**config.mk**
```make
export PLATFORM = sky130hd
export DESIGN_NAME = dcsa_fault_monitor
export DESIGN_NICKNAME = d
export VERILOG_FILES = /design/src/rtl/dcsa_fault_monitor.sv
export SDC_FILE = /design/constraint.sdc
export NUM_CORES = 1
export LEC_CHECK = 0
export BUFFER_PORTS_ARGS = -buffer_cell sky130_fd_sc_hd__buf_2
export CORE_MARGIN = 2
export CORE_UTILIZATION = 30
export DETAILED_ROUTE_END_ITERATION = 8
export SLEW_MARGIN = 25
export SYNTH_ARGS = -nofsm -noshare
export SYNTH_HDL_FRONTEND = slang
export SYNTH_SLANG_ARGS = --single-unit
```
**constraint.sdc**
```tcl
create_clock -name clk -period 2.91 [get_ports clk]
set_input_delay 0.291 -clock clk [delete_from_list [all_inputs] [get_ports clk]]
set_output_delay 0.291 -clock clk [all_outputs]
set_load 0.05 [all_outputs]
```
**src/rtl/dcsa_fault_monitor.sv**
```systemverilog
// Fault monitor for the duplicated carry-select adder: registers the sum pair and
// parity signals, checks them, counts faults, logs the first fault and raises alarms.
module dcsa_fault_monitor #(
  parameter int WIDTH       = 64,
  parameter int INV_DUP     = 1,
  parameter int CNT_W       = 8,
  parameter int LOCK_THRESH = 4
) (
  input  logic             clk,
  input  logic             rst,
  input  logic             in_valid,
  input  logic [WIDTH-1:0] s,
  input  logic [WIDTH-1:0] s_invert,
  input  logic             papb,
  input  logic             pab,
  input  logic             clear_req,
  output logic             out_valid,
  output logic [WIDTH-1:0] sum_out,
  output logic             dup_err,
  output logic             par_err,
  output logic [CNT_W-1:0] fault_cnt,
  output logic [WIDTH-1:0] first_syndrome,
  output logic [1:0]       first_type,
  output logic             alarm,
  output logic             locked,
  output logic             clear_ack
);

  localparam logic [1:0] ST_OK     = 2'd0;
  localparam logic [1:0] ST_FAULT  = 2'd1;
  localparam logic [1:0] ST_LOCKED = 2'd2;

  localparam logic [WIDTH-1:0] INV_MASK = (INV_DUP != 0) ? '1 : '0;
  localparam logic [CNT_W-1:0] CNT_MAX  = '1;
  localparam logic [CNT_W-1:0] THRESH   = CNT_W'(LOCK_THRESH);

  logic             r_s1_valid;
  logic [WIDTH-1:0] r_s1_s;
  logic [WIDTH-1:0] r_s1_sinv;
  logic             r_s1_papb;
  logic             r_s1_pab;

  logic [1:0]       r_state;
  logic             r_clr_armed;

  logic [WIDTH-1:0] w_syndrome;
  logic             w_dup;
  logic             w_par;
  logic             w_faulty;
  logic             w_clr_acc;
  logic [CNT_W-1:0] w_cnt_inc;
  logic             w_lock_hit;

  // Stage 1: capture adder outputs; data only loads on a valid beat
  always_ff @(posedge clk) begin
    if (rst) begin
      r_s1_valid <= 1'b0;
      r_s1_s     <= '0;
      r_s1_sinv  <= '0;
      r_s1_papb  <= 1'b0;
      r_s1_pab   <= 1'b0;
    end else begin
      r_s1_valid <= in_valid;
      if (in_valid) begin
        r_s1_s    <= s;
        r_s1_sinv <= s_invert;
        r_s1_papb <= papb;
        r_s1_pab  <= pab;
      end
    end
  end

  always_comb begin
    w_syndrome = r_s1_s ^ r_s1_sinv ^ INV_MASK;
    w_dup      = |w_syndrome;
    w_par      = r_s1_papb ^ r_s1_pab;
    w_faulty   = r_s1_valid & (w_dup | w_par);
    w_clr_acc  = clear_req & r_clr_armed;
    w_cnt_inc  = (fault_cnt == CNT_MAX) ? fault_cnt : fault_cnt + CNT_W'(1);
    w_lock_hit = (w_cnt_inc >= THRESH);
  end

  // Stage 2: registered check results; sum_out holds across idle cycles
  always_ff @(posedge clk) begin
    if (rst) begin
      out_valid <= 1'b0;
      sum_out   <= '0;
      dup_err   <= 1'b0;
      par_err   <= 1'b0;
    end else begin
      out_valid <= r_s1_valid;
      dup_err   <= r_s1_valid & w_dup;
      par_err   <= r_s1_valid & w_par;
      if (r_s1_valid) begin
        sum_out <= r_s1_s;
      end
    end
  end

  // A clear is accepted only after clear_req was low; it overrides a coincident fault
  always_ff @(posedge clk) begin
    if (rst) begin
      r_state        <= ST_OK;
      r_clr_armed    <= 1'b1;
      clear_ack      <= 1'b0;
      fault_cnt      <= '0;
      first_syndrome <= '0;
      first_type     <= '0;
    end else begin
      r_clr_armed <= ~clear_req;
      clear_ack   <= w_clr_acc;
      if (w_clr_acc) begin
        r_state        <= ST_OK;
        fault_cnt      <= '0;
        first_syndrome <= '0;
        first_type     <= '0;
      end else if (w_faulty) begin
        fault_cnt <= w_cnt_inc;
        if (r_state == ST_OK) begin
          first_syndrome <= w_syndrome;
          first_type     <= {w_dup, w_par};
        end
        if (w_lock_hit) begin
          r_state <= ST_LOCKED;
        end else if (r_state == ST_OK) begin
          r_state <= ST_FAULT;
        end
      end
    end
  end

  assign alarm  = (r_state == ST_FAULT) || (r_state == ST_LOCKED);
  assign locked = (r_state == ST_LOCKED);

endmodule
```
# --- After elaboration in Yosys (flattened, before gate mapping) ---
# Cells that the tools add are included.
# W data, S select, Z words.
word_totals:
  ff_bits: 276
  in_bits: 134
  output_inout_bits: 144
  elab_cells: 39
op_classes:
  addsub: 1
  magnitude_cmp: 1
  eq_ne: 3
  mux: 3
  bitwise: 9
  n_reduce_logical: 7
op_table:
  columns: ["op", "count"]
  rows:
  - ["$not A64 Y64", 1]
  - ["$reduce_or A64 Y1", 1]
  - ["$xor A64 B64 Y64", 1]
  - ["$add A8 B1 Y8 const B", 1]
  - ["$eq A8 B8 Y1 const B", 1]
  - ["$ge A8 B3 Y1 const B", 1]
  - ["$mux W8", 1]
  - ["$and A1 B1 Y1", 4]
  - ["$mux W2", 2]
  - ["$reduce_and A2 Y1", 2]
  - ["$eq A2 B1 Y1 const B", 1]
  - ["$eq A2 B2 Y1 const B", 1]
  - ["$logic_not A2 Y1", 1]
  - ["$reduce_bool A2 Y1", 1]
  - ["$reduce_or A2 Y1", 1]
  - ["$logic_or A1 B1 Y1", 1]
  - ["$not A1 Y1", 1]
  - ["$or A1 B1 Y1", 1]
  - ["$xor A1 B1 Y1", 1]

# --- Logic depth before layout (Yosys ltp) ---
# Gate-level depths: netlist of the first run.
logic_depth:
  ltp_word: 6
  depth_mapped: 9
  depth_no_buf: 8

# --- Worst setup path before layout of the first run ---
# OpenSTA, ideal clock, no wires.
synth_path:
  path_kind: "reg-to-reg"
  startpoint: "reg fault_cnt[0]"
  endpoint: "reg fault_cnt[2]"
  t_arrival_ps: 2086
  required_time_ps: 2794
  path_slack_ps: 708
  path_stages_with_launch: 9
  n_path_buf: 0
  synth_period_minus_slack_ps: 2202
  path_cell_list: "dfxtp_1 > ha_1 > and3_1 > and2_1 > nand4_1 > nand2_1 > a21oi_1 > a21oi_1 > a31o_2"
synth_via:
  elab_chain_len: 2
  word_cells_on_any_way: 3
synth_rtl:
  columns: ["element", "line_no", "source"]
  rows:
  - ["start: declaration", "21", "output logic [CNT_W-1:0] fault_cnt,"]
  - ["start signal: assignment", "118", "fault_cnt <= w_cnt_inc;"]
  - ["$add A8 B1 Y8 or $eq A8 B8 Y1 (tied branches)", "79", "w_cnt_inc = (fault_cnt == CNT_MAX) ? fault_cnt : fault_cnt + CNT_W'(1);"]
  - ["$mux W8 *", "79", null]
# Every way passes the cells marked *; elsewhere a longest branch is shown, timed or not.
# A chain may end at the register's enable or synchronous reset.

# --- Worst setup path in the final report of the first run ---
layout_path:
  startpoint: "reg r_s1_s[52]"
  endpoint: "reg first_syndrome[0]"
layout_via:
  elab_chain_len: 6
layout_rtl:
  columns: ["element", "line_no", "source"]
  rows:
  - ["start: declaration", "38", "logic [WIDTH-1:0] r_s1_s;"]
  - ["start signal: assignment", "65", "r_s1_s <= s;"]
  - ["$xor A64 B64 Y64", "74", "w_syndrome = r_s1_s ^ r_s1_sinv ^ INV_MASK;"]
  - ["$not A64 Y64 (no source line)", null, null]
  - ["$reduce_or A64 Y1", "75", "w_dup = |w_syndrome;"]
  - ["$or A1 B1 Y1", "77", "w_faulty = r_s1_valid & (w_dup | w_par);"]
  - ["$and A1 B1 Y1", "77", null]
  - ["$reduce_and A2 Y1 (no source line)", null, null]
  - ["end signal: assignment", "120", "first_syndrome <= w_syndrome;"]
  - ["end: declaration", "22", "output logic [WIDTH-1:0] first_syndrome,"]
# Every way passes these cells.

==> results of run 1 <==
## stage by stage
stage	utilization	worst slack, ps	power, mW	cells	cell area, um2
final	0.4225	303.7	9.520	1971	14880
after floorplan	-	708.0	4.917	1112	10650
after global routing	0.4225	196.6	9.899	1971	14880
after CTS	0.4225	391.5	9.642	1971	14880
after global placement	0.3548	461.0	5.319	1788	12500
after detailed placement	0.3548	403.2	5.336	1788	12500
## report_power, final
part	switching (mW)	internal [mW]	total (mW)	leakage [nW]
clock network	1.54	2.60	4.13	0.541
registers	0.137	3.96	4.10	2.26
logic	0.806	0.483	1.29	3.70
total	2.48	7.04	9.52	6.50
## kinds of logic (layout without fill, tap and decap cells)
logic type,Yosys count,count (layout)
and+or+nand+nor,405,405
DFF,276,276
muxes,196,196
AOI/OAI and AO/OA,86,86
buffers and inverters,78,476
xor gates and xnor gates,68,68
adders and majority gates,3,3
## cell type report
type                            instances  area (um2)
Clock buffer                           43       910.9
Clock inverter                         11       182.7
Fill cell                            3393       20340
Inverter                                4       15.01
Multi-Input combinational cell        758        4835
Sequential cell                       276        5529
Tap cell                              461       576.8
Timing Repair Buffer                  418        2833
## path summary, 6_finish.rpt
kind,slack [ps],cells past startpoint,startpoint,end
worst min-delay path,30,3,s_invert[42],r_s1_sinv[42]
worst min register to register,440,2,first_syndrome[37],first_syndrome[37]
worst max register to register,300,8,r_s1_s[52],first_syndrome[0]
worst max-delay path,300,8,r_s1_s[52],first_syndrome[0]
## state kept, by name (all words and copies together) (netlist names), 2 cells and up
signal / flops
first_type: 2
r_s1_sinv: 64
sum_out: 64
r_state: 2
first_syndrome: 64
r_s1_s: 64
fault_cnt: 8
## critical path: cells and delay by family, from the launching register on
| family | cells | cell delay [ps] |
|---|---|---|
| AOI/OAI and AO/OA | 2 | 220 |
| xor gates and xnor gates | 1 | 210 |
| buffers and inverters | 1 | 210 |
| DFF | 1 | 370 |
| and+or+nand+nor | 4 | 1350 |
## metal layers
layer | global-route usage | vias up | part of all wire
met4 | 0.07546 | 0 | 0.043
met3 | 0.04583 | 84 | 0.073
li1 | - | 4526 | -
met5 | 0 | - | 0
met1 | 0.2248 | 4314 | 0.44
met2 | 0.2851 | 303 | 0.45
## cells in the final DEF, fill, tap and decap left out, types with 4 or more instances in the layout
cell type,n
bufinv_16,5
o21ai_1,35
xnor2_1,66
nor4_1,33
nand2_1,76
buf_4,8
a21oi_1,8
o21ai_0,34
nor2_1,203
clkbuf_16,31
clkinv_2,5
dfxtp_1,275
inv_1,4
buf_2,275
buf_12,4
nand3_1,69
nand4_1,11
clkbuf_8,10
dlygate4sd3_1,129
mux2i_1,196
## timing repair
action | in CTS | in global routing
endpoints found under the hold margin | 129 | 0
gates resized for setup | 0 | 0
hold buffers | 129 | 0
==> results_dict.tcl, run 1 <==
set metrics [dict create \
    cts_tree "built" \
    numCtsBuffers 30 \
    ys_ff_latch 276 \
    antenna_cells 0 \
    synth_top_cells_by_count "276 x dfxtp_1, 203 x nor2_1, 196 x mux2i_1" \
    max_clock_freq_mhz 383.7 \
    rsz0062_at_grt "false" \
    die-area_um2 37020 \
    first_iter_violations 536 \
    async_flop_share 0 \
    slew_viol_final 0 \
    max_slew_margin 0.5387 \
    avgSynthCellArea_um2 9.578 \
    critPathKind "flip-flop to flip-flop" \
    antenna_found_initial 0 \
    ys.flop_type "dfxtp_1" \
    cp_max_fo 98 \
    drtPass1Iterations 5 \
    p_leak_nw 6.500 \
    dieHeight_um 192.4 \
    clkTransAtPathRegs_ps 60 \
    viasPerCell 4.681 \
    synth-xor-area-share 0.05592 \
    cp.arrival_ps 3030 \
    p_per_area_nw_per_um2 639.7 \
    grt_use_total 0.1773 \
    synth.area.top_cells "dfxtp_1 52%, mux2i_1 18%, nor2_1 7.2%" \
    slowest_stage "nor4_2" \
    gp_congestion 0.8362 \
    min_period_over_period 0.8956 \
    finClkSkew_ps 9.618 \
    vdd_drop_max_uv 499.5 \
    grt_pass1_vias 8802 \
    final_nets 1625 \
    final_layout_size_suffix_gt1_frac 0.2298 \
    clk_path_buf_depth 3 \
    hold_slack_ps 26.46 \
    ys_types 33 \
    grt_overflow 0 \
    tightest_slew_ps 691.9 \
    final_antenna_net_count 0 \
    tns_ps 0 \
    grt_max_degree 139 \
    cts.htree.levels 1 \
    cp_cell_sequence "xnor2_1, nor4_1, nand4_1, nor4_2, a21oi_4, buf_12, nand3_1, o21ai_1" \
    slowest_delay_ps 610 \
    synthCells 1112 \
    synth_fa_ha_area_frac 0.003524 \
    synth_top_area_share 0.5188 \
    rows 69 \
    hold_viol_final 0 \
    netlist_area_um2 10650 \
    post-cts-setup-buffers 0 \
    initial_utilization 0.3024 \
    clockRootBuffer "clkbuf_16" \
    io_pins 278 \
    cp.required_ps 3340 \
    status "finished, final reports clean" \
    place_hpwl_mm 23.66 \
    synth_simple_gate_area_share 0.1658 \
    synth_nets 1249 \
    ys_warn_count 0 \
    synth-compound-area-share 0.04241 \
    cts.sinks 276 \
    die_w_um 192.4 \
    grt_pass1_wl_mm 50.36 \
    synth_edf_count 0 \
    worstSetupEndpointType "flip-flop" \
    detail_route.wl_per_cell_um 17.26 \
    drc 0 \
    core_um2 35220 \
    synth_top_family_by_area "multiplexers" \
    hp-class "input pin to flip-flop" \
    drv_cap 0 \
    syn_to_final_growth_pct 39.73 \
    critPathLaunchType "flip-flop" \
    yosysMostFrequentCell "dfxtp_1" \
    setup_viol 0 \
    wl_mm 34.02 \
    vias 9227 \
    yosysSeqAreaShare 0.5188 \
    synth.area.mux_share 0.1842 \
    numPortBuffers 277 \
    synth.largest_area_cell "dfxtp_1" \
    clk_latency_ps 560 \
    fin_crit_ps 2606 \
]
Note: power is estimated with default switching activity, not from simulation.
==> run 2, diff against run 1 <==
--- a/config.mk
+++ b/config.mk
@@ -8,6 +8,7 @@
 export BUFFER_PORTS_ARGS = -buffer_cell sky130_fd_sc_hd__buf_2
 export CORE_MARGIN = 2
 export CORE_UTILIZATION = 30
+export CTS_BUF_LIST = sky130_fd_sc_hd__clkbuf_8
 export DETAILED_ROUTE_END_ITERATION = 8
 export SLEW_MARGIN = 25
 export SYNTH_ARGS = -nofsm -noshare
==> constraint.sdc (replaced) <==
create_clock -name clk -period 3.1 [get_ports clk]
set_input_delay 0.31 -clock clk [delete_from_list [all_inputs] [get_ports clk]]
set_output_delay 0.31 -clock clk [all_outputs]
set_load 0.05 [all_outputs]
==> run 2 against run 1 <==
Net effect:
- clock power shrank 16%
- first-iteration DRC count shrank 26%
- register-to-register slack worse by 40 ps
- critical path depth is the same
- highest routed layer unchanged
- largest cell class unchanged
- global-route usage grew 1.1 points
- sequential share of layout area fell by 0.57 points
- sequential power decreased by 6.3%
- routed wire length up 4.1%
- non-clock buffer count up 40
- maximum frequency fell by 8.0%
==> results_dict.tcl, run 2 (synthesis results as in run 1) <==
set metrics [dict create \
    holdPathEnd "r_s1_sinv[23]" \
    antenna_found_initial 0 \
    slowest_stage "nor4_1" \
    slowest_delay_ps 540 \
    critPathKind "flip-flop to flip-flop" \
    critPathLaunchType "flip-flop" \
    setup_viol 0 \
    cp_cell_sequence "xnor2_1, nor4_1, nand4_1, nor4_4, a21oi_4, buf_12, nand3_1, o21ai_0" \
    final_layout_size_suffix_gt1_frac 0.2554 \
    core_um2 35220 \
    p_leak_nw 6.719 \
    gr-usage-met3 0.04801 \
    grt_use_total 0.1882 \
    drv_cap 0 \
    wl_mm 35.40 \
    mostFrequentLayoutCells "275 x dfxtp_1, 275 x buf_2, 203 x nor2_1" \
    min_path_cells 2 \
    tightest_slew_ps 796.8 \
    rsz0062_at_grt "false" \
    fillers 3410 \
    cts.sinks 276 \
    tns_ps 0 \
    pwr-share-clk 0.402 \
    critPathBufInv 1 \
    clk_latency_ps 590 \
    p_per_area_nw_per_um2 569.8 \
    worstSetupEndpointType "flip-flop" \
    clockRootBuffer "clkbuf_8" \
    final_nets 1683 \
    clkTransAtPathRegs_ps 60 \
    vdd_drop_max_uv 425.5 \
    rr_worst_depth 8 \
    finalWorstSetupSlack_ps 268.2 \
    switching_power_mw 2.392 \
    initial_utilization 0.3024 \
    numCtsBuffers 48 \
    pre_cts_ws_ps 137.3 \
    vias 9413 \
    cp.required_ps 3560 \
    use_met1 0.2338 \
    die_w_um 192.4 \
    first_iter_violations 394 \
    grt_pass1_wl_mm 52.85 \
    drtPass1Iterations 5 \
    io_pins 278 \
    met2_usage 0.3064 \
    cp.arrival_ps 3290 \
    viasPerCell 4.616 \
    detail_route.wl_per_cell_um 17.36 \
    gp_congestion 0.8294 \
    max_slew_margin 0.4688 \
    crit_family "simple AND/OR/NAND/NOR gates" \
    grt_pass1_vias 9350 \
    slew_viol_final 0 \
    dieHeight_um 192.4 \
    fin_crit_ps 2832 \
    die-area_um2 37020 \
    post-place-cells 1826 \
    grt_overflow 0 \
    top_usage_layer "met2" \
    syn_to_final_growth_pct 41.92 \
    numPortBuffers 277 \
    grt_max_degree 155 \
    cp_max_fo 73 \
    clk_path_buf_depth 3 \
    final_cell_count_no_fill 2039 \
    combPwrFrac 0.152 \
    max_clock_freq_mhz 353.1 \
    cts_tree "built" \
    p_total_mw 8.613 \
    post-cts-setup-buffers 0 \
    place_hpwl_mm 24.61 \
    antenna_cells 0 \
    final_util 0.4291 \
    rows 69 \
    hold_viol_final 0 \
    r2r_end "first_syndrome[30]" \
    final_antenna_net_count 0 \
    finClkSkew_ps 22.62 \
    cts.htree.levels 2 \
    r2r_slack_ps 270 \
    hold_slack_ps 84.00 \
    status "finished, final reports clean" \
    post_dp_cell_area_um2 12790 \
    drc 0 \
    hold_start "rst" \
    intPower_mw 6.220 \
    hp-class "input pin to flip-flop" \
    post-route-cell-area_um2 15110 \
    switching_share 0.2778 \
    pwr-share-seq 0.446 \
    min_period_over_period 0.9135 \
    r2r-start "r_s1_s[63]" \
]
[run 2: changes by cell type in the layout (fill, tap and decap cells not counted), sizes merged]
cell         delta
dlygate4sd3     +2
clkinv          -1
clkinvlp        +1
inv            +13
bufinv          -2
buf            +38
clkbuf         +17
[run 2: worst max-delay path by stage]
| stage | from | to | slack, ps | cells after the start |
|---|---|---|---|---|
| after global placement | r_s1_s[63] | first_syndrome[31] | 200 | 8 |
| after floorplan | fault_cnt[0] | fault_cnt[2] | 900 | 8 |
| after global routing | r_s1_s[63] | first_syndrome[34] | 130 | 8 |
| final | r_s1_s[63] | first_syndrome[30] | 270 | 8 |
| after detailed placement | r_s1_s[63] | first_syndrome[19] | 140 | 8 |
| after CTS | r_s1_s[63] | first_syndrome[9] | 130 | 8 |
[run 2: worst reg2reg max path, stage by stage, from the launching register on]
cell and delay [ps]:
dfxtp_1 370, xnor2_1 230, nor4_1 550, nand4_1 290, nor4_4 440, a21oi_4 280
buf_12 290, nand3_1 180, o21ai_0 100
[run 2: per-layer routing]
| layer | vias to the layer above | routed length, um |
|---|---|---|
| li1 | 4659 | - |
| met1 | 4387 | 15450 |
| met2 | 296 | 16140 |
| met3 | 71 | 2465 |
| met4 | 0 | 1341 |
| met5 | - | 0 |
[run 2: repair_timing]
action                     in CTS  in global routing
gates resized for setup         0                  1
hold endpoints to repair      132                  0
hold buffers                  131                  0
setup endpoints to repair       0                 10
[run 2: power groups by stage]
stage / registers (mW) / logic [mW] / clock network, mW
after detailed placement: 3.92 / 1.18 / 0
after floorplan: 4.12 / 0.499 / 0
after CTS: 3.84 / 1.31 / 3.57
after global routing: 3.86 / 1.40 / 3.72
after global placement: 3.91 / 1.18 / 0
final: 3.84 / 1.31 / 3.46
[run 2: final cells by class]
type / count / area [um2] / area share
sequential: 276 / 5529 / 0.3658
clock buffer: 60 / 825.8 / 0.05464
timing repair buffer: 458 / 3151 / 0.2084
clock inverter: 22 / 173.9 / 0.01151
tap: 461 / 576.8 / 0.03816
multi-input combinational: 758 / 4843 / 0.3204
inverter: 4 / 15.01 / 0.0009934
